`src/rtl/oled_pkg.sv`:
```
// Shared types and constants for the OLED SPI byte arbiter.
package oled_pkg;

    typedef enum logic [2:0] {
        IDLE,
        LOAD,
        SEND,
        WAIT_FIN,
        HOLD,
        OWNED
    } arb_state_e;

    localparam logic OLED_CMD  = 1'b0;
    localparam logic OLED_DATA = 1'b1;
    localparam int   NREQ_MAX  = 8;
    localparam int   WDT_W     = 12;

endpackage

```
`src/rtl/oled_spi_arbiter_rr_picker.sv`:
```
// Combinational round-robin picker: first set request strictly after ptr_i,
// wrapping modulo N, so the previous winner gets lowest priority.
module rr_picker #(
    parameter int N = 3,
    localparam int W = (N > 1) ? $clog2(N) : 1
) (
    input  logic [N-1:0] req_i,
    input  logic [W-1:0] ptr_i,
    output logic         valid_o,
    output logic [N-1:0] onehot_o,
    output logic [W-1:0] idx_o
);

    int cand;

    always_comb begin
        valid_o  = 1'b0;
        onehot_o = '0;
        idx_o    = '0;
        cand     = 0;
        for (int k = 1; k <= N; k++) begin
            cand = (int'(ptr_i) + k) % N;
            if (!valid_o && req_i[cand]) begin
                valid_o        = 1'b1;
                onehot_o[cand] = 1'b1;
                idx_o          = W'(cand);
            end
        end
    end

endmodule

```
`src/rtl/oled_spi_arbiter.sv`:
```
// Shares one SpiCtrl byte engine between NREQ OLED byte sources, granting
// per byte round-robin or per burst under lock, with a hang watchdog.
module oled_spi_arbiter
    import oled_pkg::*;
#(
    parameter int NREQ    = 3,
    parameter int TIMEOUT = 4000
) (
    input  logic              clk,
    input  logic              rst,
    input  logic [NREQ-1:0]   req,
    input  logic [NREQ-1:0]   lock,
    input  logic [NREQ*8-1:0] req_data,
    input  logic [NREQ-1:0]   req_dc,
    output logic [NREQ-1:0]   gnt,
    output logic [NREQ-1:0]   ack,
    output logic              err,
    output logic              spi_en,
    output logic [7:0]        spi_data,
    input  logic              spi_fin,
    output logic              dc,
    output logic              busy
);

    localparam int IW = $clog2(NREQ);
    // TIMEOUT above 4096 cannot be represented by the 12-bit watchdog
    localparam logic [WDT_W-1:0] WDT_LAST = WDT_W'((TIMEOUT > 0) ? TIMEOUT - 1 : 0);
    localparam bit               WDT_ON   = (TIMEOUT != 0);

    arb_state_e        state_q;
    logic [NREQ-1:0]   gnt_q;
    logic [NREQ-1:0]   ack_q;
    logic              err_q;
    logic              spi_en_q;
    logic [7:0]        spi_data_q;
    logic              dc_q;
    logic [IW-1:0]     ptr_q;
    logic [IW-1:0]     owner_q;
    logic [WDT_W-1:0]  cnt_q;
    logic [WDT_W-1:0]  cnt_d;
    logic              lock_q;
    logic              wdt_expire;

    logic [7:0]        data_arr [NREQ];
    logic              pick_valid;
    logic [NREQ-1:0]   pick_onehot;
    logic [IW-1:0]     pick_idx;

    for (genvar gi = 0; gi < NREQ; gi++) begin : g_unpack
        assign data_arr[gi] = req_data[8*gi +: 8];
    end

    rr_picker #(.N(NREQ)) u_picker (
        .req_i    (req),
        .ptr_i    (ptr_q),
        .valid_o  (pick_valid),
        .onehot_o (pick_onehot),
        .idx_o    (pick_idx)
    );

    assign cnt_d      = cnt_q + 1'b1;
    assign wdt_expire = WDT_ON && (cnt_q == WDT_LAST);

    always_ff @(posedge clk) begin
        if (rst) begin
            state_q    <= IDLE;
            gnt_q      <= '0;
            ack_q      <= '0;
            err_q      <= 1'b0;
            spi_en_q   <= 1'b0;
            spi_data_q <= 8'h00;
            dc_q       <= OLED_DATA;
            ptr_q      <= IW'(NREQ - 1);
            owner_q    <= '0;
            cnt_q      <= '0;
            lock_q     <= 1'b0;
        end else begin
            ack_q <= '0;
            err_q <= 1'b0;
            case (state_q)
                IDLE: begin
                    if (pick_valid) begin
                        gnt_q   <= pick_onehot;
                        ptr_q   <= pick_idx;
                        owner_q <= pick_idx;
                        state_q <= LOAD;
                    end
                end
                LOAD: begin
                    spi_data_q <= data_arr[owner_q];
                    dc_q       <= req_dc[owner_q];
                    state_q    <= SEND;
                end
                SEND: begin
                    spi_en_q <= 1'b1;
                    cnt_q    <= '0;
                    state_q  <= WAIT_FIN;
                end
                WAIT_FIN: begin
                    if (spi_fin) begin
                        spi_en_q <= 1'b0;
                        ack_q    <= gnt_q;
                        lock_q   <= lock[owner_q];
                        state_q  <= HOLD;
                    end else if (wdt_expire) begin
                        // aborted bytes never continue a burst
                        spi_en_q <= 1'b0;
                        ack_q    <= gnt_q;
                        err_q    <= 1'b1;
                        lock_q   <= 1'b0;
                        state_q  <= HOLD;
                    end else begin
                        cnt_q <= cnt_d;
                    end
                end
                HOLD: begin
                    if (!spi_fin) begin
                        if (lock_q) begin
                            state_q <= OWNED;
                        end else begin
                            gnt_q   <= '0;
                            state_q <= IDLE;
                        end
                    end
                end
                OWNED: begin
                    if (req[owner_q]) begin
                        state_q <= LOAD;
                    end else if (!lock[owner_q]) begin
                        gnt_q   <= '0;
                        state_q <= IDLE;
                    end
                end
                default: state_q <= IDLE;
            endcase
        end
    end

    assign gnt      = gnt_q;
    assign ack      = ack_q;
    assign err      = err_q;
    assign spi_en   = spi_en_q;
    assign spi_data = spi_data_q;
    assign dc       = dc_q;
    assign busy     = (state_q != IDLE);

endmodule

```
`config.mk`:
```
export PLATFORM = sky130hd
export DESIGN_NAME = oled_spi_arbiter
export DESIGN_NICKNAME = d
export VERILOG_FILES = /design/src/rtl/oled_pkg.sv /design/src/rtl/oled_spi_arbiter_rr_picker.sv /design/src/rtl/oled_spi_arbiter.sv
export SDC_FILE = /design/constraint.sdc
export NUM_CORES = 1
export LEC_CHECK = 0
export ABC_AREA = 1
export BUFFER_PORTS_ARGS = -buffer_cell sky130_fd_sc_hd__buf_4
export CAP_MARGIN = 20
export CORE_ASPECT_RATIO = 2
export CORE_MARGIN = 5
export CORE_UTILIZATION = 45
export DETAILED_ROUTE_END_ITERATION = 6
export PLACE_DENSITY = 0.71
export REMOVE_ABC_BUFFERS = 1
export SYNTH_ARGS = -nofsm -noshare
export SYNTH_HDL_FRONTEND = slang
export SYNTH_SLANG_ARGS = --single-unit
```
`constraint.sdc`:
```
create_clock -name clk -period 2.2 [get_ports clk]
set_clock_uncertainty 0.05 [all_clocks]
set_input_delay 0.11 -clock clk [delete_from_list [all_inputs] [get_ports clk]]
set_output_delay 0.11 -clock clk [all_outputs]
set_load 0.01 [all_outputs]
```
==> results.txt <==
The TritonCTS clock tree is yes. The final route contains 2397 vias. The number of buffers created by CTS came out at 5.

The area growth from synthesis to layout is 26.47%. The clock latency at the later pin of the worst-skew pair is 290 ps. The worst setup path is captured at a flop. The end point of the most critical hold path is spi_data[0]. The average vias per placed instance is 5.211. Of all cell types, the one taking the most synthesized area is sky130_fd_sc_hd__dfxtp_1. The worst slew slack as a fraction of its limit is 0.7569.

Yosys mapped the design onto 26 distinct sky130hd cell types. In this run the vertical extent of the chip is 108.6 um. The top achievable clock speed came out at 505.6 MHz. Fill cells in the final layout number 493. The HPWL reported at the end of detailed placement came out at 4895 um.

Before antenna repair, the detailed router went through 6 iterations. The post-synth design cell area came out at 2188 sq um. The number of pins with negative max-slew slack in the final report came out at 0. The final weighted congestion in routability-driven placement came out at 0.9833. Across the VDD grid, the largest voltage drop is 718.0 uV.

Summed over all nets, the switching power comes to 1.582 mW. Entering global routing, the biggest net connects 19 pins. The repair_antennas step left the layout with diodes totalling 0.

The core outline area is 4820 sq um. Setup violations remaining at the end of the flow were counted as 0. The placed instance count is 450. The number of I/O pins is 54. The global-route wire length before repair is 10150 um. The critical path goes through inv_1 > ha_1 > inv_2 > nand2_1 > nand3_1 > nand2_1 > nor2_2 > nand2_1 > nand2_1 > inv_2 > nand2_1 > o211ai_1. The post-route clock period utilization is 0.8990. The power density over the cells came out at 1220 nW/um^2.

The switching power as a share of total power came out at 0.4685. The core occupancy in the finished layout came out at 0.5742. The total negative slack for setup checks is 0 ps. Tracing the worst setup path back leads to its startpoint at ptr_q[1].

The final layout contains routed wiring with a total length of 6206 um. The cell at the root of the clock tree is sky130_fd_sc_hd__clkbuf_8. The worst hold path was traced through 3 stages.

Among all flip-flop cells after synthesis, the most frequent one is sky130_fd_sc_hd__dfxtp_1. Synthesis handed over a netlist of 340 instances. The clock period could shrink to 1978 ps. CTS built an H-tree with a depth of 2. The clock-pin slew on the worst setup and hold paths came out at 70 ps. The Yosys warning count is 0. The pre-CTS setup slack came out at 295.4 ps. The total overflow left after global routing is 0.

The internal cell power is 1.795 mW. The final critical-path setup slack is 222.2 ps. The number of cells on the worst reg-to-reg path came out at 12.

The overall power of the completed layout came out at 3.377 mW. The flow ran to the end, and the final reports show no timing, DRC or antenna violations. Setup repair after global routing left no endpoint under its margin. The share of the Yosys chip area taken by registers is 0.3293.

The number of rows created at floorplan is 36. Of the total power, the clock network draws 0.145. Summing all multi-input logic gate instances after layout gives 1245 sq um. For this configuration, the core starts out at a cell density of 0.4540. In the final layout, the share of cells above drive strength 1 is 0.2556. The remaining number of nets flagged by the antenna check after routing came out at 0. Ranked by total cell area, the synthesized netlist is headed by sky130_fd_sc_hd__dfxtp_1 33%, sky130_fd_sc_hd__nand2_1 13%, sky130_fd_sc_hd__nor2_1 8.1%. The total leakage power came out at 1.342 nW. The number of global-route vias before repair came to 2436. The final non-filler cell total is 460.

The number of flops mapped to enable cells by yosys came out at 0. The post-CTS resize count came out at 0. By instance count, the cell type seen most on the critical path is sky130_fd_sc_hd__nand2_1. The startpoint of the worst register-to-register path is ptr_q[1]. The combinational group share of total power came out at 0.582. In this run the most critical hold path is launched from req_data[16]. The width of the chip came out at 59.31 um.

The wire length per cell is 13.49 um. The sequential share of power came out at 0.272. The post-synthesis area per instance came out at 6.436 sq um. The area used by sequential logic in the layout came out at 720.7 sq um. The area of the die came out at 6442 sq um. STA classifies the critical path startpoint as a flop.

The tightest min-delay check is of the input pin to flop type. The count of input and output buffers is 53. The setup slack of the most critical reg-to-reg path is 220 ps. The worst register-to-register path ends at ptr_q[1]. The fraction of post-synthesis cell area in the top cell type by area came out at 0.3293. The initial antenna violation count is 0. The largest stage delay on the critical path is 390 ps.

The detailed router's first-iteration violation count came out at 107. The DRC violations left is 0. For this design, the slowest cell found on the critical path is sky130_fd_sc_hd__ha_1. The critical-path maximum fanout is 7. The count of endpoints failing hold in the final timing report is 0.

The actual transition at the worst max-transition pin is 364.3 ps. The number of buffers inserted to repair setup after CTS came out at 0. The overall track demand over capacity in global routing is 0.2056.

The final-stage net count is 443. The startpoint-to-endpoint class of the critical path is flop to flop. Counting flops with an async set or reset pin after synthesis yields a share of 0. The data required time at the worst endpoint is 2310 ps.

The buffer levels on the longest clock path came out at 2. The post-synthesis sequential element count came out at 36. Data arrives at the worst endpoint at 2090 ps. The reported max-cap violation count is 0. The clock net sink count came out at 36.
how the worst max path moves through the flow:
stage / end / slack [ps] / depth (start not counted)
floorplan: ptr_q[1] / 260 / 12
global placement: ptr_q[1] / 340 / 12
detailed placement: ptr_q[1] / 300 / 12
CTS: ptr_q[1] / 270 / 12
global route: gnt[1] / 10 / 13
finish: ptr_q[1] / 220 / 12
logic make-up after synthesis:
kind of cell               share of synthesized area
and+or+nand+nor                               0.3842
AOI/OAI and AO/OA                             0.1561
adders and majority gates                    0.02859
buffers and inverters                         0.1018
DFF                                           0.3293
state kept, by name, summed over array words and instances, names as in the netlist:
register,flops
cnt_q,12
spi_data,8
ack,3
gnt,3
state_q,3
ptr_q,2
dc,1
err,1
lock_q,1
owner_q,1
spi_en,1
cells in the mapped netlist, types with 2 or more instances:
cell type                   n
sky130_fd_sc_hd__nand2_1   76
sky130_fd_sc_hd__nor2_1    47
sky130_fd_sc_hd__dfxtp_1   36
sky130_fd_sc_hd__inv_1     36
sky130_fd_sc_hd__a21oi_1   32
sky130_fd_sc_hd__o21ai_0   24
sky130_fd_sc_hd__nand3_1   23
sky130_fd_sc_hd__nor2_2    11
sky130_fd_sc_hd__inv_2     10
sky130_fd_sc_hd__ha_1       5
sky130_fd_sc_hd__nand2_2    5
sky130_fd_sc_hd__nor3_1     5
sky130_fd_sc_hd__o21ai_1    5
sky130_fd_sc_hd__nand2_4    4
sky130_fd_sc_hd__nand3_2    3
sky130_fd_sc_hd__nand3b_1   3
sky130_fd_sc_hd__a31oi_1    2
sky130_fd_sc_hd__buf_4      2
sky130_fd_sc_hd__buf_6      2
sky130_fd_sc_hd__nor2_4     2
sky130_fd_sc_hd__o211ai_1   2
power groups by stage:
stage | Combinational (mW) | Sequential [mW] | Clock, mW
floorplan | 1.26 | 0.980 | 0
global placement | 1.93 | 0.930 | 0
global route | 2.23 | 0.934 | 0.534
CTS | 1.96 | 0.917 | 0.510
detailed placement | 1.95 | 0.930 | 0
finish | 1.97 | 0.919 | 0.491
critical path: cells and delay by family, from the launching register on:
family | cells | cell delay (ps)
buffers and inverters | 3 | 290
AOI/OAI and AO/OA | 1 | 90
adders and majority gates | 1 | 390
and+or+nand+nor | 7 | 660
DFF | 1 | 370
stage by stage:
| stage | area, sq um | hold slack, ps |
|---|---|---|
| 6_report | 2768 | 39.76 |
| 4_1_cts | 2768 | 27.05 |
| 3_5_place_dp | 2654 | 272.2 |
| 5_1_grt | 2768 | 28.83 |
| 3_3_place_gp | 2654 | 266.2 |
| 2_1_floorplan | 2147 | 129.1 |
metal layers:
| metal | global-route usage | vias to the layer above | share of wire |
|---|---|---|---|
| met3 | 0.04147 | 20 | 0.040 |
| met2 | 0.4061 | 68 | 0.59 |
| li1 | - | 1208 | - |
| met5 | 0 | - | 0 |
| met1 | 0.1791 | 1101 | 0.34 |
| met4 | 0.1102 | 0 | 0.034 |
what timing repair did:
action                     in CTS  in global routing
setup endpoints to repair       0                  0
hold buffers                    2                  0
hold endpoints to repair        6                  0
placed cells by master (no fill, tap or decap):
cell | netlist | layout
sky130_fd_sc_hd__nand2_1 | 76 | 76
sky130_fd_sc_hd__buf_4 | 2 | 58
sky130_fd_sc_hd__nor2_1 | 47 | 47
sky130_fd_sc_hd__inv_1 | 36 | 36
sky130_fd_sc_hd__dfxtp_1 | 36 | 36
sky130_fd_sc_hd__a21oi_1 | 32 | 32
sky130_fd_sc_hd__o21ai_0 | 24 | 24
sky130_fd_sc_hd__nand3_1 | 23 | 23
sky130_fd_sc_hd__nor2_2 | 11 | 11
sky130_fd_sc_hd__inv_2 | 10 | 10
sky130_fd_sc_hd__clkbuf_8 | 0 | 6
sky130_fd_sc_hd__nand2_2 | 5 | 5
sky130_fd_sc_hd__o21ai_1 | 5 | 5
sky130_fd_sc_hd__nor3_1 | 5 | 5
sky130_fd_sc_hd__ha_1 | 5 | 5
sky130_fd_sc_hd__nand2_4 | 4 | 4
sky130_fd_sc_hd__nand3_2 | 3 | 3
sky130_fd_sc_hd__nand3b_1 | 3 | 3
sky130_fd_sc_hd__nor2_4 | 2 | 2
sky130_fd_sc_hd__a31oi_1 | 2 | 2
sky130_fd_sc_hd__o211ai_1 | 2 | 2
sky130_fd_sc_hd__dlygate4sd3_1 | 0 | 2
sky130_fd_sc_hd__nand4_2 | 1 | 1
sky130_fd_sc_hd__inv_6 | 1 | 1
sky130_fd_sc_hd__nand4_1 | 1 | 1
sky130_fd_sc_hd__a21oi_2 | 1 | 1
sky130_fd_sc_hd__clkinvlp_4 | 0 | 1
sky130_fd_sc_hd__clkbuf_1 | 1 | 1
cell type report:
| cell class | instances | area share |
|---|---|---|
| clock buffers | 7 | 0.03119 |
| clock inverters | 1 | 0.002712 |
| inverters | 47 | 0.06555 |
| multi-input cells | 252 | 0.4498 |
| flip-flops and latches | 36 | 0.2604 |
| well taps | 57 | 0.02577 |
| repair buffers | 60 | 0.1646 |
No activity file was read; power rests on OpenSTA's default activity.
